**config.mk**
```make
export PLATFORM = sky130hd
export DESIGN_NAME = fifo_ctl_r_w_a
export DESIGN_NICKNAME = d
export VERILOG_FILES = /design/src/rtl/fifo_ctl_pkg.sv /design/src/rtl/fifo_ptr_wrap.sv /design/src/rtl/fifo_ctl_r_w_a.sv
export SDC_FILE = /design/constraint.sdc
export NUM_CORES = 1
export LEC_CHECK = 0
export ABC_AREA = 1
export CAP_MARGIN = 20
export CORE_AREA = 2 2 39 41
export DETAILED_ROUTE_END_ITERATION = 8
export DIE_AREA = 0 0 41 43
export DONT_BUFFER_PORTS = 1
export MAX_ROUTING_LAYER = met4
export PLACE_DENSITY = 0.76
export SLEW_MARGIN = 10
export SYNTH_ARGS = -nofsm -noshare
export SYNTH_HDL_FRONTEND = slang
export SYNTH_HIERARCHICAL = 1
export SYNTH_SLANG_ARGS = --single-unit
```
**constraint.sdc**
```tcl
create_clock -name clk -period 2.45 [get_ports clk]
set_input_delay 0.3675 -clock clk [delete_from_list [all_inputs] [get_ports clk]]
set_output_delay 0.3675 -clock clk [all_outputs]
set_load 0.1 [all_outputs]
```
**src/rtl/fifo_ctl_pkg.sv**
```systemverilog
// rtl/fifo_ctl_pkg.sv - shared constants and helpers for the FIFO controller
package fifo_ctl_pkg;

   localparam int ERR_STICKY = 0;
   localparam int ERR_CYCLE  = 1;

   // Smallest r such that 2**r >= n
   function automatic int clog2(input int n);
      int r;
      r = 0;
      while ((1 << r) < n) r++;
      return r;
   endfunction

endpackage

```
**src/rtl/fifo_ptr_wrap.sv**
```systemverilog
// rtl/fifo_ptr_wrap.sv - modulo-depth RAM address pointer
module fifo_ptr_wrap #(
   parameter int depth      = 8,
   parameter int addr_width = 3
) (
   input  logic                  clk,
   input  logic                  rst,
   input  logic                  inc,
   output logic [addr_width-1:0] ptr
);

   localparam logic [addr_width-1:0] L_LAST = addr_width'(depth - 1);

   logic [addr_width-1:0] r_ptr;

   // Advance on inc, wrapping from depth-1 back to 0 (depth need not be a power of two)
   always_ff @(posedge clk or posedge rst) begin
      if (rst) begin
         r_ptr <= '0;
      end else if (inc) begin
         if (r_ptr == L_LAST) r_ptr <= '0;
         else                 r_ptr <= r_ptr + 1'b1;
      end
   end

   assign ptr = r_ptr;

endmodule

```
**src/rtl/fifo_ctl_r_w_a.sv**
```systemverilog
// rtl/fifo_ctl_r_w_a.sv - single-clock FIFO controller for an async-read FF RAM
module fifo_ctl_r_w_a
   import fifo_ctl_pkg::*;
#(
   parameter int depth      = 8,
   parameter int addr_width = 3,
   parameter int ae_level   = 2,
   parameter int af_level   = 2,
   parameter int err_mode   = 0
) (
   input  logic                  clk,
   input  logic                  rst,
   input  logic                  push_req,
   input  logic                  pop_req,
   output logic                  wr_n,
   output logic                  cs_n,
   output logic [addr_width-1:0] wr_addr,
   output logic [addr_width-1:0] rd_addr,
   output logic [addr_width:0]   word_count,
   output logic                  empty,
   output logic                  almost_empty,
   output logic                  half_full,
   output logic                  almost_full,
   output logic                  full,
   output logic                  error
);

   generate
      if (addr_width != clog2(depth)) begin : g_bad_addr_width
         $error("fifo_ctl_r_w_a: addr_width does not match depth");
      end
   endgenerate

   localparam logic [addr_width:0] L_DEPTH = (addr_width + 1)'(depth);
   localparam logic [addr_width:0] L_AE    = (addr_width + 1)'(ae_level);
   localparam logic [addr_width:0] L_HF    = (addr_width + 1)'((depth + 1) / 2);
   localparam logic [addr_width:0] L_AF    = (addr_width + 1)'(depth - af_level);

   logic [addr_width:0] r_count;
   logic                r_error;
   logic                w_push_acc;
   logic                w_pop_acc;
   logic                w_err_evt;

   // Acceptance is judged against the registered count, so requests never reach the flags combinationally
   assign w_push_acc = push_req & ~full;
   assign w_pop_acc  = pop_req  & ~empty;
   assign w_err_evt  = (push_req & full) | (pop_req & empty);

   // Strobe drops immediately while rst is high so no write can land during reset
   assign wr_n = ~(w_push_acc & ~rst);
   assign cs_n = wr_n;

   fifo_ptr_wrap #(.depth(depth), .addr_width(addr_width)) u_wr_ptr (
      .clk (clk),
      .rst (rst),
      .inc (w_push_acc),
      .ptr (wr_addr)
   );

   fifo_ptr_wrap #(.depth(depth), .addr_width(addr_width)) u_rd_ptr (
      .clk (clk),
      .rst (rst),
      .inc (w_pop_acc),
      .ptr (rd_addr)
   );

   // Occupancy: a simultaneous accepted push and pop cancel out
   always_ff @(posedge clk or posedge rst) begin
      if (rst) begin
         r_count <= '0;
      end else begin
         case ({w_push_acc, w_pop_acc})
            2'b10:   r_count <= r_count + 1'b1;
            2'b01:   r_count <= r_count - 1'b1;
            default: r_count <= r_count;
         endcase
      end
   end

   // Error either latches until reset or mirrors the previous cycle's event
   always_ff @(posedge clk or posedge rst) begin
      if (rst) begin
         r_error <= 1'b0;
      end else if (err_mode == ERR_CYCLE) begin
         r_error <= w_err_evt;
      end else begin
         r_error <= r_error | w_err_evt;
      end
   end

   assign word_count   = r_count;
   assign empty        = (r_count == '0);
   assign almost_empty = (r_count <= L_AE);
   assign half_full    = (r_count >= L_HF);
   assign almost_full  = (r_count >= L_AF);
   assign full         = (r_count == L_DEPTH);
   assign error        = r_error;

endmodule

```
==> metrics list, run 1 <==
- Port-buffer cells: 0
* Clock insertion delay at the later pin of the skew report: 260 ps
- The share of synthesized area in the top cell type comes to 0.391.
- Diode insertion count for antenna repair: 0
- Initial detailed-routing violation count: 7
- Synthesis produced 95 cells.
* Final Max Slew Viols: 0
* Worst clock skew on the final layout: 6.62 ps
- Slowest-stage cell, CP: dfrtp_4
- Post-synthesis sequential element count: 11
* Die height: 43 um
* Area contributors post-synth: dfrtp_1, nand2_1, ha_1
- Setup repair after global routing left no endpoint under its margin.
- Routability congestion estimate: 0.798
* Boundary Pins: 22
- Routed length per placed instance: 12.3 um
- Result of the run: finished clean
- For this run, the slowest stage of the critical path takes 470 ps.
- Clock tree synthesis found a total of 11 sinks.
- Of the synthesized area, sequential elements account for 0.391.
- The sequential cells in the finished layout cover a total of 290 um2.
- The number of cells on the worst reg-to-reg path is 13.
- After detailed placement, the total cell area comes to 908 um2.
- Grouping stages by cell kind, the critical path spends the most delay in simple AND/OR/NAND/NOR gates.
- Achievable frequency: 493 MHz
* Cell type with the largest total area after synthesis: dfrtp_1
* Syn_area_per_cell: 7.40 um2
- The die covers 1760 um2.
- Number of instances resized during post-cts repair: 0
* Global-route wire length before repair: 2540 um
* Post-Synthesis Cell Area: 703 um2
- In this run the most critical hold path is launched from push_req.
- Compared with the post-synthesis result, the final layout area differs by 34.3%.
- Library cell appearing most often on the critical path: inv_2
- Clock H-tree levels: 1
- Leaving out fill and tap cells, the most frequent cell in the layout is nand2_1.
- Setup violations remaining at the end of the flow were counted as 0.
* Flop-to-flop setup slack: 460 ps
- The worst setup path is of the flip-flop to output pin kind.
* Total routing usage reported by global routing: 0.222
* Largest net degree at the start of global routing: 8
* Count of non-filler cells in the finished layout: 130
- Detailed-route via count: 624
- Cell count of the worst hold path: 2
* Post-route ant nets: 0
- Non-Filler Cell Area, Final: 945 um2
* Total clock buffers created by CTS: 3
- Number of iterations in the first detailed-routing pass: 4
* Endpoint of the most critical register-to-register path: word_count[2]$_DFFE_PP0P_
- Residual overflow from global routing: 0
* DRC violations left: 0
- The smallest clock period supported by the final layout is computed as 2030 ps.
- Count of hold buffers inserted by post-cts repair: 1
* Worst relative slew slack: 0.400
- The initial antenna violation count came to 0.
- Multi-input gate area: 410 um2
- Clock root buffer: clkbuf_4
* Post-detail-place hpwl: 1360 um
- Final worst path period share: 0.828
- In the layout the commonest cells are nand2_1, buf_4, inv_1.
- Cell variety after synth: 18
- Of all nets on the critical path, the largest fanout is 5.
* Nets@finish: 126
- The routed design has 1600 um of wire.
* Area of the core region: 1380 um2
* Via density: 4.80
* Number of maximum-capacitance constraint violations: 0
* Class of the tightest hold or removal check: primary input to flip-flop
- Data on the critical path arrives at its endpoint at 1660 ps.
- Ordered cell list for the critical path: nor2_1 > inv_1 > nor3_4 > inv_2 > nand2_2 > inv_2 > nand2_8
- At the worst endpoint, the required time is 2080 ps.
* Via count of the first global-routing pass: 599
- Buffering stage count on the worst path with inverters included: 3
- The die is 41 um wide.
* Clock Tree Buf Depth: 2
- Number of placement rows: 14
- Nets in the synthesized netlist: 106
- At the pin with the least slew margin, the transition time is 901 ps.
- The count of endpoints failing hold in the final timing report came to 0.
- Endpoint class of the critical path: output pin
* Number of synthesis warnings: 6
- Once the clock tree was built, the setup fixing pass inserted 0 buffers.
- Fraction of layout cells with a size suffix above 1: 0.333
- Effective utilization at floorplan: 0.508
- After clock tree synthesis, the clock-pin slew on the worst setup and hold paths is 60 ps.
- TritonCTS built the clock tree.
- The layout has 129 filler cells.
* Placed instance count: 125
- Critical Path Source Type: flip-flop
* Worst reg2reg startpoint: word_count[0]$_DFFE_PP0P_
- The path with the worst hold slack has its endpoint at error$_DFF_PP0_.
==> per-layer routing <==
layer	up-vias	wire (um)	track usage
met5	-	0	-
li1	322	-	-
met3	2	61	0.0524
met4	0	14	0.0600
met1	287	597	0.239
met2	13	926	0.384
==> registers in the layout (all words and copies together), names as in the netlist <==
name and count:
u_rd_ptr/ptr 3, u_wr_ptr/ptr 3, error 1, word_count 4
==> cell type report <==
type	instances	area share
repair buffers	16	0.130
well taps	16	0.0212
flip-flops and latches	11	0.307
inverters	19	0.0795
multi-input cells	64	0.434
clock buffers	4	0.0278
==> cell usage after synthesis (all sizes together) <==
library cell and count:
ha 7, inv 19, nor3 1, a21oi 1, xor2 1, nor2 8
nand3b 1, xnor2 2, o21ai 2, dfrtp 11, nand2 36, nand3 5
buf 1
==> how the worst max path moves through the flow <==
stage	startpoint	endpoint	slack [ps]	depth (start not counted)
global placement	word_count[0]$_DFFE_PP0P_	word_count[2]$_DFFE_PP0P_	510	13
floorplan	word_count[3]$_DFFE_PP0P_	word_count[2]$_DFFE_PP0P_	-600	12
detailed placement	word_count[0]$_DFFE_PP0P_	word_count[2]$_DFFE_PP0P_	450	13
global route	word_count[1]$_DFFE_PP0P_	word_count[2]$_DFFE_PP0P_	310	13
CTS	word_count[0]$_DFFE_PP0P_	cs_n	400	7
finish	word_count[0]$_DFFE_PP0P_	cs_n	420	7
==> through the flow <==
step                setup TNS [ps]  setup WS, ps  utilization  hold WS [ps]
floorplan                    -2230          -603            -           121
global placement                 0           512        0.656           131
detailed placement               0           446        0.656           135
CTS                              0           403        0.683           247
global route                     0           313        0.683           250
finish                           0           421        0.683           258
==> logic make-up (layout without fill, tap and decap cells) <==
group           count (synthesis)  after routing  synth area share
flops                          11             11             0.391
buf+inv                        20             39             0.112
xor+xnor                        3              3            0.0374
fa+ha+maj                       7              7             0.125
compound gates                  3              3            0.0213
simple gates                   51             51             0.313
==> worst register-to-register path, cell delays in order, from the launching register on <==
cell,delay [ps]
dfrtp_4,470
nor2_1,100
inv_1,100
nor3_4,200
inv_2,50
nand2_2,100
ha_4,160
nand2_1,50
inv_1,80
nor2_2,50
ha_1,180
a21oi_2,120
xor2_1,160
o21ai_1,70
Power of run 1 is left out: the tool's default activity adds up to more than one toggle a clock period on the data nets, which glitch-free logic cannot reach.
==> run 2, diff against run 1 <==
Settings changed: CORE_AREA 2 2 39 41 to unset, CORE_MARGIN set to 2, CORE_UTILIZATION set to 53, DIE_AREA 0 0 41 43 to unset, PLACE_DENSITY 0.76 to 0.79.
Clock period 2.45 ns to 1.68 ns, I/O delays scaled along.
==> run 2 against run 1 <==
  * The run now fails in global routing (5_1_grt)
  * Synthesized cell count is the same
  * Area after synthesis is the same
==> metrics list, run 2 <==
- Nets in the synthesized netlist: 106 (unchanged)
- Largest net degree at the start of global routing: 8
- The routability congestion estimate was 0.786 (was 0.798).
* Last stage: global routing (5_1_grt)
* Placed instance count: 137 (was 125)
* Post-synth EDFFs: 0 (unchanged)
- Syn_area_per_cell: 7.40 um2 (unchanged)
* Largest family of logic cells by synthesized area: simple AND/OR/NAND/NOR gates (unchanged)
* Portion of synthesized cell area occupied by the leading cell type: 0.391 (unchanged)
- Result of the run: stopped before the end (was finished clean).
- The most numerous cell in the Yosys netlist is nand2_1 (unchanged).
- The portion of the post-synthesis area used by sequential elements came to 0.391 (unchanged).
- Post-synthesis sequential element count: 11 (unchanged)
* Post-synthesis simple-gate area fraction: 0.313 (unchanged)
- The clock root buffer is clkbuf_4 (unchanged).
* Error Message: [ERROR DPL-0038] Utilization greater than 100%, impossible to legalize
- The fraction of the mapped netlist area in compound gates is 0.0214 (unchanged).
* Total clock buffers created by CTS: 3 (unchanged)
- Fraction of registers with async set/reset: 1.00 (unchanged)
* Xor-xnor portion of the synthesized cell area: 0.0374 (unchanged)
- Die height: 40.4 um (was 43 um)
- The top cell type by total area after synthesis was dfrtp_1 (unchanged).
- The maximum level of the CTS H-tree came to 1 (unchanged).
* Most instantiated flip-flop cell in the synthesis netlist: dfrtp_1 (unchanged)
- The number of warnings issued by yosys is 6 (unchanged).
* Kind of endpoint with the least setup slack: register data pin
- Effective utilization at floorplan: 0.554 (was 0.508)
* Cell variety after synth: 18 (unchanged)
- The count of pins on the block boundary is 22 (unchanged).
* Number of placement rows: 13 (was 14)
- The deepest clock path buffer count came to 2 (unchanged).
- Mux contribution to synthesized area: 0 (unchanged)
* Port-buffer cells: 0 (unchanged)
- The number of cells produced by synthesis was 95 (unchanged).
- Post-detail-place hpwl: 1470 um (was 1360 um)
- The synthesized area was 703 um2 (unchanged).
* Die W: 40.4 um (was 41 um)
- The post-synthesis share of cell area spent on full adders, half adders and majority gates was 0.125 (unchanged).
- Number of sinks handled by clock tree synthesis: 11 (unchanged)
* Post-GRT worst EP: word_count[2]$_DFFE_PP0P_/D
* List of most frequent post-synthesis cells: nand2_1, inv_1, dfrtp_1, ha_1, nor2_1 (unchanged)
- Dpl ws: -285 ps (was 446 ps)
- Area contributors post-synth: dfrtp_1, nand2_1, ha_1 (unchanged)
==> run 2: stage by stage <==
stage                     hold WS (ps)  TNS [ps]  instance area, um2
after CTS                          133     -1160                1210
after detailed placement          14.0      -719                1050
after global placement            12.5      -467                1050
after floorplan                   5.64    -11710                 802
==> run 2: logic make-up after synthesis <==
kind of cell / after synthesis
AO/OA/AOI/OAI: 3
buffers and inverters: 20
flip-flops: 11
XOR/XNOR: 3
adder cells (fa/ha/maj): 7
AND/OR/NAND/NOR: 51
==> run 2: repair_timing <==
item                                    in CTS
buffers inserted                             8
cloned                                       0
endpoints found under the hold margin       11
hold buffers                                 1
endpoints found under the setup margin      10
resized for setup                           24
pin swaps                                    8
==> run 3, diff against run 2 <==
Settings changed: CORE_AREA set to 2 2 63 65, CORE_MARGIN 2 to unset, CORE_UTILIZATION 53 to unset, DIE_AREA set to 0 0 65 67, MAX_ROUTING_LAYER met4 to unset, PLACE_DENSITY 0.79 to unset, PLACE_DENSITY_LB_ADDON set to 0.15.
Clock period 1.68 ns to 2.2 ns, I/O delays scaled along.
==> run 3 against run 2 <==
  * The flow now finishes without violations
==> metrics list, run 3 (synthesized netlist as in run 1, its figures left out) <==
- Total clock buffers created by CTS: 3 (unchanged)
- The register with the most flip-flops in the layout has 4 of them.
- The floorplan step defined a die boundary enclosing 4360 um2.
- After floorplanning, the core was sized to cover 3610 um2.
- TritonCTS built the clock tree.
- Clock H-tree levels: 1 (unchanged)
- Final worst path period share: 0.907
- Clock-pin slew was measured on the worst setup and hold paths at 50 ps.
- Buffering stage count on the worst path with inverters included: 3
- Fraction of layout cells with a size suffix above 1: 0.339
- Clock insertion delay at the later pin of the skew report: 230 ps
* Ordered cell list for the critical path: nor2_1 > inv_1 > nor3_4 > inv_2 > nand2_2 > ha_4 > nand2_1 > inv_1 > nor2_2 > ha_1 > a21oi_2 > xor2_1 > o21ai_1
- Commonest cells after routing, fill and taps aside: nand2_1, buf_4, inv_1
- Number of iterations in the first detailed-routing pass: 2
- Cell family with most CP delay: simple AND/OR/NAND/NOR gates
* Area Overhead vs Synth: 43.8%
- The deepest clock path buffer count is 2 (unchanged).
- The standard-cell row count is 22 (was 13).
* Required time of the critical path: 2320 ps
* Effective utilization at floorplan: 0.195 (was 0.554)
* Nets@finish: 127
- Summed over all layers, the global routing overflow is 0.
- Static timing analysis puts the maximum clock frequency at 501 MHz.
- In this run the worst path has a maximum fanout of 4.
- Die W: 65 um (was 40.4 um)
- Number of maximum-capacitance constraint violations: 0
- Clock root buffer: clkbuf_8 (was clkbuf_4)
* Class of the most critical setup path: flip-flop to flip-flop
* Result of the run: finished clean (was stopped before the end)
- Setup violations remaining at the end of the flow were counted as 0.
- The die span in y is 67 um (was 40.4 um).
- The post-cts gate resize count is 0 (was 24).
- Least-Margin Pin Slew: 384 ps
* Buffers inserted during post-CTS setup optimization: 0 (was 8)
- Routed length per placed instance: 10.5 um
* Number of sinks handled by clock tree synthesis: 11 (unchanged)
- The min-delay analysis places its worst path in the category primary input to flip-flop.
- Entering global routing, the biggest net connects 8 pins.
- The worst setup path is captured at a flip-flop.
- Final Max Slew Viols: 0
* Highest cell delay on the worst timing path: 460 ps
- Final critical path time including I/O delays and setup: 2000 ps
- After detailed routing, the number of remaining DRC violations is 0.
- The number of global-route vias before repair came to 619.
- The routability congestion estimate was 0.736 (was 0.786).
- Slowest-stage cell, CP: dfrtp_4
- Boundary Pins: 22 (unchanged)
- Counting the fill cells in the layout gives 402.
* Initial detailed-routing violation count: 6
- The HPWL reported at the end of detailed placement was 1420 um (was 1470 um).
* RSZ-0062 raised after global routing: no
- Antenna violations before repair: 0
- The first global-routing pass estimated 2850 um of wire.
- Via density: 3.83
- Among the stages of the critical path, the cell type that occurs most often is inv_1.
- Final Hold Violating Endpoints: 0
- The worst setup path is launched from a flip-flop.
* Worst relative slew slack: 0.744
- Diode insertion count for antenna repair: 0
* WL final: 1720 um
* Worst clock skew on the final layout: 0.933 ps
* Critical path data arrival time: 2110 ps
- The quantity of I/O buffers inserted on ports is 0 (unchanged).
- Total routing usage reported by global routing: 0.0895
* Most common cell after layout, fill and taps aside: nand2_1
- Share of the core filled with cells in the final layout: 0.280
* Post-route ant nets: 0
* Detailed-route via count: 624
- The tightest hold path in the finished design has a slack of 243 ps.
## run 3: what timing repair did
| action | in CTS | in global routing |
|---|---|---|
| hold endpoints to repair | 11 | 0 |
| endpoints found under the setup margin | 0 | 0 |
| hold buffers | 1 | 0 |
## run 3: per-layer routing
metal,share of wire,global-route usage,up-vias
li1,-,-,325
met1,0.46,0.105,284
met2,0.47,0.148,13
met3,0.051,0.0203,2
met4,0.016,0.0559,0
met5,0,0,-
## run 3: worst paths after layout
path / to / slack (ps) / startpoint / cells past startpoint
max: word_count[2]$_DFFE_PP0P_ / 200 / word_count[0]$_DFFE_PP0P_ / 13
min: error$_DFF_PP0_ / 240 / pop_req / 2
max reg2reg: word_count[2]$_DFFE_PP0P_ / 200 / word_count[0]$_DFFE_PP0P_ / 13
min reg2reg: word_count[3]$_DFFE_PP0P_ / 610 / word_count[3]$_DFFE_PP0P_ / 2
max in group asynchronous: word_count[0]$_DFFE_PP0P_ / 1330 / rst / 2
min in group asynchronous: u_rd_ptr/ptr[1]$_DFFE_PP0P_ / 460 / rst / 2
## run 3: metrics by stage
step	setup WS [ps]	TNS (ps)	cells	instance area (um2)
2_1_floorplan	-853	-4400	95	796
3_3_place_gp	222	0	158	956
3_5_place_dp	196	0	158	956
4_1_cts	183	0	163	1010
5_1_grt	39.8	0	163	1010
6_report	204	0	163	1010
## run 3: worst register-to-register path: stages (launching register included)
cell	delay (ps)
dfrtp_4	460
nor2_1	110
inv_1	100
nor3_4	190
inv_2	50
nand2_2	100
ha_4	170
nand2_1	50
inv_1	80
nor2_2	50
ha_1	180
a21oi_2	110
xor2_1	150
o21ai_1	70
## run 3: area by class of cell
cell class / instances / area (um2) / share of cell area
Tap cell: 48 / 60.1 / 0.0594
Sequential cell: 11 / 290 / 0.287
Inverter: 19 / 75.1 / 0.0743
Clock buffer: 4 / 45.0 / 0.0446
Multi-Input combinational cell: 64 / 410 / 0.406
Timing Repair Buffer: 17 / 130 / 0.129
Power of run 3 is left out for the same reason.
